--- config.mk ---
export PLATFORM = sky130hd
export DESIGN_NAME = peripheral_apb4_master_arbiter_flat
export DESIGN_NICKNAME = d
export VERILOG_FILES = /design/src/rtl/peripheral_apb4_pkg.sv /design/src/rtl/peripheral_apb4_master_arbiter_if.sv /design/src/rtl/peripheral_apb4_rr_arbiter.sv /design/src/rtl/peripheral_apb4_master_arbiter.sv /design/src/flat_wrapper.sv
export SDC_FILE = /design/constraint.sdc
export NUM_CORES = 1
export LEC_CHECK = 0
export CORE_AREA = 2 2 170 172
export DETAILED_ROUTE_END_ITERATION = 8
export DIE_AREA = 0 0 172 174
export GPL_TIMING_DRIVEN = 1
export PLACE_DENSITY = 0.56
export RECOVER_POWER = 100
export SYNTH_ARGS = -nofsm -noshare
export SYNTH_HDL_FRONTEND = slang
export SYNTH_SLANG_ARGS = --single-unit
--- constraint.sdc ---
create_clock -name clk -period 3.2 [get_ports clk]
set_input_delay 0.32 -clock clk [delete_from_list [all_inputs] [get_ports clk]]
set_output_delay 0.32 -clock clk [all_outputs]
set_load 0.05 [all_outputs]
--- src/rtl/peripheral_apb4_pkg.sv ---
// Shared APB4 definitions: bus widths, transfer-phase encoding and fixed protection attributes.
package peripheral_apb4_pkg;

    localparam int unsigned HADDR_SIZE = 32;
    localparam int unsigned HDATA_SIZE = 32;

    localparam logic [2:0] PPROT_DEFAULT = 3'b000;

    typedef enum logic [1:0] {
        APB_IDLE,
        APB_SETUP,
        APB_ACCESS
    } apb4_state_t;

    // Round-robin successor of a requester index.
    function automatic int unsigned rr_next(input int unsigned idx, input int unsigned n);
        return (idx + 1) % n;
    endfunction

endpackage

--- src/rtl/peripheral_apb4_master_arbiter_if.sv ---
// APB4 bus bundle between the arbiter (master side) and the peripheral bus (slave side).
interface peripheral_apb4_master_arbiter_if
    import peripheral_apb4_pkg::*;
#(
    parameter int unsigned ADDR_W = HADDR_SIZE,
    parameter int unsigned DATA_W = HDATA_SIZE
);

    logic                  PSEL;
    logic                  PENABLE;
    logic [ADDR_W-1:0]     PADDR;
    logic                  PWRITE;
    logic [DATA_W-1:0]     PWDATA;
    logic [DATA_W/8-1:0]   PSTRB;
    logic [2:0]            PPROT;
    logic                  PREADY;
    logic [DATA_W-1:0]     PRDATA;
    logic                  PSLVERR;

    modport master (
        output PSEL, PENABLE, PADDR, PWRITE, PWDATA, PSTRB, PPROT,
        input  PREADY, PRDATA, PSLVERR
    );

    modport slave (
        input  PSEL, PENABLE, PADDR, PWRITE, PWDATA, PSTRB, PPROT,
        output PREADY, PRDATA, PSLVERR
    );

endinterface

--- src/rtl/peripheral_apb4_rr_arbiter.sv ---
// Combinational round-robin picker: first set request at or after ptr, wrapping to index 0.
module peripheral_apb4_rr_arbiter #(
    parameter  int unsigned NREQ  = 4,
    localparam int unsigned IDX_W = (NREQ > 1) ? $clog2(NREQ) : 1
) (
    input  logic [NREQ-1:0]  req,
    input  logic [IDX_W-1:0] ptr,
    output logic [NREQ-1:0]  gnt_next,
    output logic [IDX_W-1:0] index
);

    logic [IDX_W-1:0] pos;
    logic             found;

    always_comb begin
        gnt_next = '0;
        index    = '0;
        found    = 1'b0;
        pos      = '0;
        for (int unsigned k = 0; k < NREQ; k++) begin
            pos = IDX_W'((32'(ptr) + k) % NREQ);
            if (!found && req[pos]) begin
                found         = 1'b1;
                gnt_next[pos] = 1'b1;
                index         = pos;
            end
        end
    end

endmodule

--- src/rtl/peripheral_apb4_master_arbiter.sv ---
// Shares one APB4 master port among NREQ requesters with round-robin arbitration and
// sequences the SETUP/ACCESS phases, returning read data and slave error to the owner.
module peripheral_apb4_master_arbiter
    import peripheral_apb4_pkg::*;
#(
    parameter int unsigned NREQ   = 4,
    parameter int unsigned ADDR_W = HADDR_SIZE,
    parameter int unsigned DATA_W = HDATA_SIZE
) (
    input  logic                       clk,
    input  logic                       rst,
    input  logic [NREQ-1:0]            req,
    input  logic [NREQ*ADDR_W-1:0]     req_addr,
    input  logic [NREQ-1:0]            req_write,
    input  logic [NREQ*DATA_W-1:0]     req_wdata,
    input  logic [NREQ*DATA_W/8-1:0]   req_strb,
    output logic [NREQ-1:0]            gnt,
    output logic [NREQ-1:0]            done,
    output logic [DATA_W-1:0]          rdata,
    output logic                       err,
    peripheral_apb4_master_arbiter_if.master apb
);

    localparam int unsigned STRB_W = DATA_W / 8;
    localparam int unsigned IDX_W  = (NREQ > 1) ? $clog2(NREQ) : 1;

    apb4_state_t         state_q, state_d;
    logic [IDX_W-1:0]    ptr_q, ptr_d;
    logic [NREQ-1:0]     gnt_q, gnt_d;
    logic [NREQ-1:0]     done_q, done_d;
    logic [DATA_W-1:0]   rdata_q, rdata_d;
    logic                err_q, err_d;
    logic [ADDR_W-1:0]   paddr_q, paddr_d;
    logic                pwrite_q, pwrite_d;
    logic [DATA_W-1:0]   pwdata_q, pwdata_d;
    logic [STRB_W-1:0]   pstrb_q, pstrb_d;

    logic [NREQ-1:0]     eligible;
    logic [NREQ-1:0]     arb_gnt;
    logic [IDX_W-1:0]    arb_idx;

    // A requester whose done is showing still holds req this cycle; keep it out of the race.
    assign eligible = req & ~done_q;

    peripheral_apb4_rr_arbiter #(
        .NREQ (NREQ)
    ) u_rr_arbiter (
        .req      (eligible),
        .ptr      (ptr_q),
        .gnt_next (arb_gnt),
        .index    (arb_idx)
    );

    always_comb begin
        state_d  = state_q;
        ptr_d    = ptr_q;
        gnt_d    = gnt_q;
        done_d   = '0;
        rdata_d  = rdata_q;
        err_d    = err_q;
        paddr_d  = paddr_q;
        pwrite_d = pwrite_q;
        pwdata_d = pwdata_q;
        pstrb_d  = pstrb_q;
        unique case (state_q)
            APB_IDLE: begin
                if (|arb_gnt) begin
                    gnt_d    = arb_gnt;
                    ptr_d    = IDX_W'(rr_next(32'(arb_idx), NREQ));
                    paddr_d  = req_addr[32'(arb_idx)*ADDR_W +: ADDR_W];
                    pwrite_d = req_write[arb_idx];
                    pwdata_d = req_wdata[32'(arb_idx)*DATA_W +: DATA_W];
                    pstrb_d  = req_write[arb_idx] ? req_strb[32'(arb_idx)*STRB_W +: STRB_W] : '0;
                    state_d  = APB_SETUP;
                end
            end
            APB_SETUP: begin
                state_d = APB_ACCESS;
            end
            APB_ACCESS: begin
                if (apb.PREADY) begin
                    if (!pwrite_q) begin
                        rdata_d = apb.PRDATA;
                    end
                    err_d   = apb.PSLVERR;
                    done_d  = gnt_q;
                    gnt_d   = '0;
                    state_d = APB_IDLE;
                end
            end
            default: begin
                gnt_d   = '0;
                state_d = APB_IDLE;
            end
        endcase
    end

    always_ff @(posedge clk or posedge rst) begin
        if (rst) begin
            state_q  <= APB_IDLE;
            ptr_q    <= '0;
            gnt_q    <= '0;
            done_q   <= '0;
            rdata_q  <= '0;
            err_q    <= 1'b0;
            paddr_q  <= '0;
            pwrite_q <= 1'b0;
            pwdata_q <= '0;
            pstrb_q  <= '0;
        end else begin
            state_q  <= state_d;
            ptr_q    <= ptr_d;
            gnt_q    <= gnt_d;
            done_q   <= done_d;
            rdata_q  <= rdata_d;
            err_q    <= err_d;
            paddr_q  <= paddr_d;
            pwrite_q <= pwrite_d;
            pwdata_q <= pwdata_d;
            pstrb_q  <= pstrb_d;
        end
    end

    assign gnt         = gnt_q;
    assign done        = done_q;
    assign rdata       = rdata_q;
    assign err         = err_q;
    assign apb.PSEL    = (state_q != APB_IDLE);
    assign apb.PENABLE = (state_q == APB_ACCESS);
    assign apb.PADDR   = paddr_q;
    assign apb.PWRITE  = pwrite_q;
    assign apb.PWDATA  = pwdata_q;
    assign apb.PSTRB   = pstrb_q;
    assign apb.PPROT   = PPROT_DEFAULT;

endmodule

--- src/flat_wrapper.sv ---
// flat-port wrapper written by rule: the top's interface ports become plain ports
module peripheral_apb4_master_arbiter_flat import peripheral_apb4_pkg::*;
#(
    parameter int unsigned NREQ   = 4,
    parameter int unsigned ADDR_W = HADDR_SIZE,
    parameter int unsigned DATA_W = HDATA_SIZE
)
  (clk, rst, req, req_addr, req_write, req_wdata, req_strb, gnt, done, rdata, err, apb_PSEL, apb_PENABLE, apb_PADDR, apb_PWRITE, apb_PWDATA, apb_PSTRB, apb_PPROT, apb_PREADY, apb_PRDATA, apb_PSLVERR);
  peripheral_apb4_master_arbiter_if #(.ADDR_W(ADDR_W), .DATA_W(DATA_W)) apb_i ();
  input  logic clk;
  input  logic rst;
  input  logic [NREQ-1:0] req;
  input  logic [NREQ*ADDR_W-1:0] req_addr;
  input  logic [NREQ-1:0] req_write;
  input  logic [NREQ*DATA_W-1:0] req_wdata;
  input  logic [NREQ*DATA_W/8-1:0] req_strb;
  output logic [NREQ-1:0] gnt;
  output logic [NREQ-1:0] done;
  output logic [DATA_W-1:0] rdata;
  output logic err;
  output wire logic [$bits(apb_i.PSEL)-1:0] apb_PSEL;
  output wire logic [$bits(apb_i.PENABLE)-1:0] apb_PENABLE;
  output wire logic [$bits(apb_i.PADDR)-1:0] apb_PADDR;
  output wire logic [$bits(apb_i.PWRITE)-1:0] apb_PWRITE;
  output wire logic [$bits(apb_i.PWDATA)-1:0] apb_PWDATA;
  output wire logic [$bits(apb_i.PSTRB)-1:0] apb_PSTRB;
  output wire logic [$bits(apb_i.PPROT)-1:0] apb_PPROT;
  input wire logic [$bits(apb_i.PREADY)-1:0] apb_PREADY;
  input wire logic [$bits(apb_i.PRDATA)-1:0] apb_PRDATA;
  input wire logic [$bits(apb_i.PSLVERR)-1:0] apb_PSLVERR;
  assign apb_PSEL = apb_i.PSEL;
  assign apb_PENABLE = apb_i.PENABLE;
  assign apb_PADDR = apb_i.PADDR;
  assign apb_PWRITE = apb_i.PWRITE;
  assign apb_PWDATA = apb_i.PWDATA;
  assign apb_PSTRB = apb_i.PSTRB;
  assign apb_PPROT = apb_i.PPROT;
  assign apb_i.PREADY = apb_PREADY;
  assign apb_i.PRDATA = apb_PRDATA;
  assign apb_i.PSLVERR = apb_PSLVERR;
  peripheral_apb4_master_arbiter #(.NREQ(NREQ), .ADDR_W(ADDR_W), .DATA_W(DATA_W)) u_core (.clk(clk), .rst(rst), .req(req), .req_addr(req_addr), .req_write(req_write), .req_wdata(req_wdata), .req_strb(req_strb), .gnt(gnt), .done(done), .rdata(rdata), .err(err), .apb(apb_i));
endmodule
Yosys cells after proc, flatten, opt, wreduce, memory -nomap -nowiden
Cells that the tools add are included.
W data, S select, Z words.

operators by class
  add/subtract/negate cells = 4
  multipliers = 0
  div/mod/pow operators = 0
  order comparisons = 9
  eq/ne operators = 4
  shifts and indexed selects = 3
  multiplexer cells = 38
  bitwise logic cells = 7
  reductions and logical operators = 18

operators by type and width
  cell                   number
  $shiftx A128 B8 Y32    2
  $mux W4                9
  $shiftx A16 B5 Y4      1
  $lt A2 B3 Y1 const B   5
  $mux W1                12
  $mux W2                6
  $or A4 B4 Y4           3
  $pmux W4 S3            1
  $bmux W1 S2            5
  $demux W1 S2           4
  $ge A2 B1 Y1 const B   4
  $logic_and A1 B1 Y1    7
  $pmux W2 S3            1
  $reduce_and A2 Y1      3
  $reduce_and A3 Y1      2
  $add A2 B1 Y2 const B  2
  $add A2 B2 Y2 const B  2
  $and A4 B4 Y4          1
  $ne A2 B1 Y1 const B   2
  $not A4 Y4             1
  $reduce_or A4 Y1       1
  $logic_not A1 Y1       3
  $eq A2 B1 Y1 const B   1
  $eq A2 B2 Y1 const B   1
  other kinds (3)        4

storage, ports and cells
  flip-flop bits (word level) = 114
  bits in latches = 0
  memory bits (writable) = 0
  ROM bits = 0
  bits of input ports = 316
  memories kept = 0

Depth between registers and ports, before layout
  word-level depth = 17
  depth in mapped cells = 13
  depth with buffers taken out = 9

Hierarchy
A second synthesis with hierarchy kept.

unflattened totals
  cell total of the unflattened synthesis = 547
  area total of the unflattened synthesis = 6,602.6 um^2

modules (own cells, without submodules)
  module                          times used  cells each  area each (um^2)  seq. area each (um^2)
  peripheral_apb4_master_arbiter  1           499         6,163.4           2,852.7
  peripheral_apb4_rr_arbiter      1           48          439.2             0.0

Least setup slack after synthesis
Ideal clock, no wire load.

  path kind = reg-to-reg
  start point = register u_core.ptr_q[0]
  end point = register u_core.ptr_q[0]
  library setup time = 0.127 ns
  arrival time = 2.949 ns
  data required time = 3.073 ns
  slack = 0.124 ns
  stages on the path, launching flop included = 12
  clock period less this slack = 3.076 ns
  cells stage by stage = dfrtp_1 buf_2 inv_2 ha_1 clkbuf_1 and3_1 o2111ai_1 o31ai_1 a211o_1 o41ai_4 buf_4 mux2_1

on the way
  cells in the longest elaborated chain, start to end = 14

ends and longest elaborated chain
  element                                                                RTL line                               RTL
  start, declared                                                        peripheral_apb4_master_arbiter.sv:28   logic [IDX_W-1:0] ptr_q, ptr_d;
  start signal, assigned                                                 peripheral_apb4_master_arbiter.sv:112  ptr_q <= ptr_d;
  parallel branches: the longest is 14 deep, another holds $lt A2 B3 Y1  -

Several ways; the timed one is not identified. The select of a mux whose other input is x is not followed.
A chain may end at the register's enable or synchronous reset.

Worst setup path in the final report
  start point = register u_core.ptr_q[0]
  end point = register u_core.pwdata_q[26], in the netlist u_core.apb.PWDATA[26]

on the way
  cells in the longest elaborated chain, start to end = 14

ends and longest elaborated chain
  element                                                                 RTL line                               RTL
  parallel branches: the longest is 14 deep, another holds $add A2 B1 Y2  -
  end signal, assigned                                                    peripheral_apb4_master_arbiter.sv:119  pwdata_q <= pwdata_d;
  end, declared                                                           peripheral_apb4_master_arbiter.sv:35   logic [DATA_W-1:0] pwdata_q, pwdata_d;

Several ways; the timed one is not identified. The select of a mux whose other input is x is not followed.

==> flow_metrics.env <==
export IMPL_place_ws_ns=0.0373
export IMPL_crit_family="compound AO/OA/AOI/OAI gates"
export IMPL_cp_max_fo=58
export IMPL_postCtsHoldBufs=0
export IMPL_die_area_mm2=0.0299
export IMPL_cp_num_buf_inv=4
export IMPL_final_cell_mix="clkdlybuf4s50_1, nand2_1, dfrtp_1"
export IMPL_peakVddDrop_v=0.000784
export IMPL_rsz0062_at_grt="false"
export IMPL_drtIter0Drc=282
export IMPL_cts_resized=0
export IMPL_clock_sinks=114
export IMPL_final_common_cell="clkdlybuf4s50_1"
export IMPL_fmax_ghz=0.339
export IMPL_ys_seq_area_share_pct=41.1
export IMPL_grt_pass1_vias=7327
export IMPL_vias=7352
export IMPL_timing_final_ws_setup_ns=0.249
export IMPL_cts_tree="done"
export IMPL_drive_gt1_share_pct=8.46
export IMPL_cts_buffers=17
export IMPL_grt_max_degree=115
export IMPL_place_gp_congestion=0.844
export IMPL_grt_usage_pct=18.4
export IMPL_io_pins=431
export IMPL_h_tree_depth=4
export IMPL_critical_path_class="register to register"
export IMPL_fin_crit_ns=2.95
export IMPL_setup_viol=0
export IMPL_synth_top_area_cell="dfrtp_1"
export IMPL_portBuffers=427
export IMPL_async_flop_share_pct=100
export IMPL_power_leakage_nw=5.30
export IMPL_cp_slowest_cell="ha_1"
export IMPL_worst_pin_slew_ns=1.67
export IMPL_fin_nets=1528
export IMPL_dr_pass1_iters=4
export IMPL_hp_class="register to register"
export IMPL_maxSlewViolCount=115
export IMPL_cts_root_buffer="clkbuf_16"
export IMPL_via_per_inst=4.59
export IMPL_p_total_w=0.0148
export IMPL_grt_overflow=0
export IMPL_synth_area_per_cell_um2=8.67
export IMPL_grt_pass1_wl_um=42200
export IMPL_multi_input_area_mm2=0.00380
export IMPL_ys_ff_latch=114
export IMPL_start_util_pct=24.6
export IMPL_postCtsSetupBuffers=0
export IMPL_cts_clk_slew_worst_paths_ns=0.06
export IMPL_synthTopCellsByArea="dfrtp_1, nand2_1, a211oi_1, o31ai_1, and3_1"
export IMPL_synth_top_area_share_pct=41.1
export IMPL_synth_edf_count=0
export IMPL_crit_required_ns=3.48
export IMPL_syn_inst=800
export IMPL_detail_route_antenna_nets=0
export IMPL_crit_chain="inv_2 > ha_1 > and3_1 > o2111ai_1 > o31ai_1 > buf_4 > a211o_1 > o41ai_4 > buf_4 > buf_12 > o31ai_1"
export IMPL_regArea_mm2=0.00285
export IMPL_worstSetupEndpointType="register"
export IMPL_status="complete, but fails checks"
export IMPL_clk_latency_ns=0.41
export IMPL_reg2reg_from="u_core.ptr_q[0]$_DFFE_PP0P_"
export IMPL_post_drt_wl_per_cell_um=17.7
export IMPL_antenna_found_initial=0
export IMPL_core_mm2=0.0282
export IMPL_finalHoldViolCount=0
export IMPL_wl_um=28300
export IMPL_violations="max-capacitance violations, max-slew violations"
export IMPL_fin_setup_tns_ns=0
export IMPL_dp_hpwl_um=21100
export IMPL_synthToLayoutAreaGrowth_pct=77.6
export IMPL_synth_cell_types=45
export IMPL_finalCritPeriodShare_pct=92.2
export IMPL_antennaDiodeCount=0
export IMPL_startpoint_type="register"
export IMPL_die_y_um=174
export IMPL_worst_clock_skew_ns=0.0128
export IMPL_ys_flop_type="dfrtp_1"
export IMPL_slew_headroom_pct=-11.5
export IMPL_cpPeakStageDelay_ns=0.41
export IMPL_die_w_um=172
export IMPL_yosysWarnings=0
export IMPL_drcViolationCount=0
export IMPL_fillers=2834
export IMPL_utilization_pct=43.6
export IMPL_cp_startpoint="u_core.ptr_q[0]$_DFFE_PP0P_"
export IMPL_ctsLongestPathBuffers=2
export IMPL_powerDensity_mw_per_mm2=1200
export IMPL_max_cap_violations=1
export IMPL_syn_cell_area_mm2=0.00694
export IMPL_rows=62
export IMPL_worstPathArrival_ns=3.23
export IMPL_hp_start="u_core.apb.PWDATA[4]$_DFFE_PP0P_"
cell type report:
class / count / area share (%)
Tap cell: 384 / 3.90
Timing Repair Buffer: 455 / 37.3
Clock buffer: 18 / 3.56
Sequential cell: 114 / 23.2
Multi-Input combinational cell: 610 / 30.8
Clock inverter: 14 / 1.05
Inverter: 6 / 0.213
path summary, 6_finish.rpt:
check                                                     to  slack, ns  cells after the start
setup / recovery           u_core.apb.PWDATA[26]$_DFFE_PP0P_       0.25                     11
hold / removal              u_core.apb.PWDATA[4]$_DFFE_PP0P_       0.47                      2
setup reg to reg           u_core.apb.PWDATA[26]$_DFFE_PP0P_       0.25                     11
hold reg to reg             u_core.apb.PWDATA[4]$_DFFE_PP0P_       0.47                      2
max in group asynchronous   u_core.apb.PWDATA[1]$_DFFE_PP0P_       1.15                      3
min in group asynchronous   u_core.apb.PADDR[12]$_DFFE_PP0P_       1.03                      3
cells by family after synthesis:
family	count (synthesis)	share of synthesized area, %
fa+ha+maj	8	1.44
xor+xnor	1	0.126
compound gates	177	19.4
buf+inv	78	4.62
flops	114	41.1
simple gates	382	26.6
mux	39	6.62
other cells	1	0.0541
per-layer routing:
metal	vias to the layer above	track usage, %	share of wire [%]
met5	-	0	0
met4	0	5.85	2.0
met3	30	4.69	7.9
met2	302	32.7	49
met1	3371	21.5	41
li1	3649	-	-
registers in the layout, summed over array words and instances (netlist names):
register           cells
u_core.apb.PADDR      32
u_core.rdata          32
u_core.ptr_q           2
u_core.gnt             4
u_core.apb.PWRITE      1
u_core.apb.PWDATA     32
u_core.done            4
u_core.apb.PSTRB       4
u_core.err             1
u_core.state_q         2
worst reg2reg max path, cell delays in order (launching register included):
cell	delay (ns)
dfrtp_1	0.36
inv_2	0.05
ha_1	0.41
and3_1	0.20
o2111ai_1	0.20
o31ai_1	0.11
buf_4	0.18
a211o_1	0.34
o41ai_4	0.37
buf_4	0.20
buf_12	0.23
o31ai_1	0.19
Yosys cell counts, types with 3 or more instances:
master     number
nand2_1       212
dfrtp_1       114
and3_1         76
and2_1         70
a211oi_1       69
o31ai_1        65
clkbuf_1       55
mux2_2         34
buf_2          10
ha_1            8
a21oi_1         7
nor2b_1         7
nor2_1          6
inv_1           5
nand2b_1        5
a21o_1          4
buf_4           4
o41ai_1         4
a211o_1         3
a221oi_1        3
a31oi_1         3
buf_1           3
o2bb2ai_1       3
per-stage QoR:
step / hold WS [ns] / instances / cell area (µm²)
floorplan: 0.472 / 802 / 6950
global placement: 0.459 / 1569 / 11800
detailed placement: 0.465 / 1569 / 11800
CTS: 0.479 / 1601 / 12300
global route: 0.496 / 1601 / 12300
finish: 0.468 / 1601 / 12300
where the power goes:
part / leakage (nW) / internal, W / total, W / switching [W]
sequential: 1.40 / 0.00221 / 0.00259 / 0.000378
combinational: 3.63 / 0.00386 / 0.0104 / 0.00651
clock: 0.273 / 0.00110 / 0.00188 / 0.000777
total: 5.30 / 0.00717 / 0.0148 / 0.00767
(Power assumes the default switching activity.)
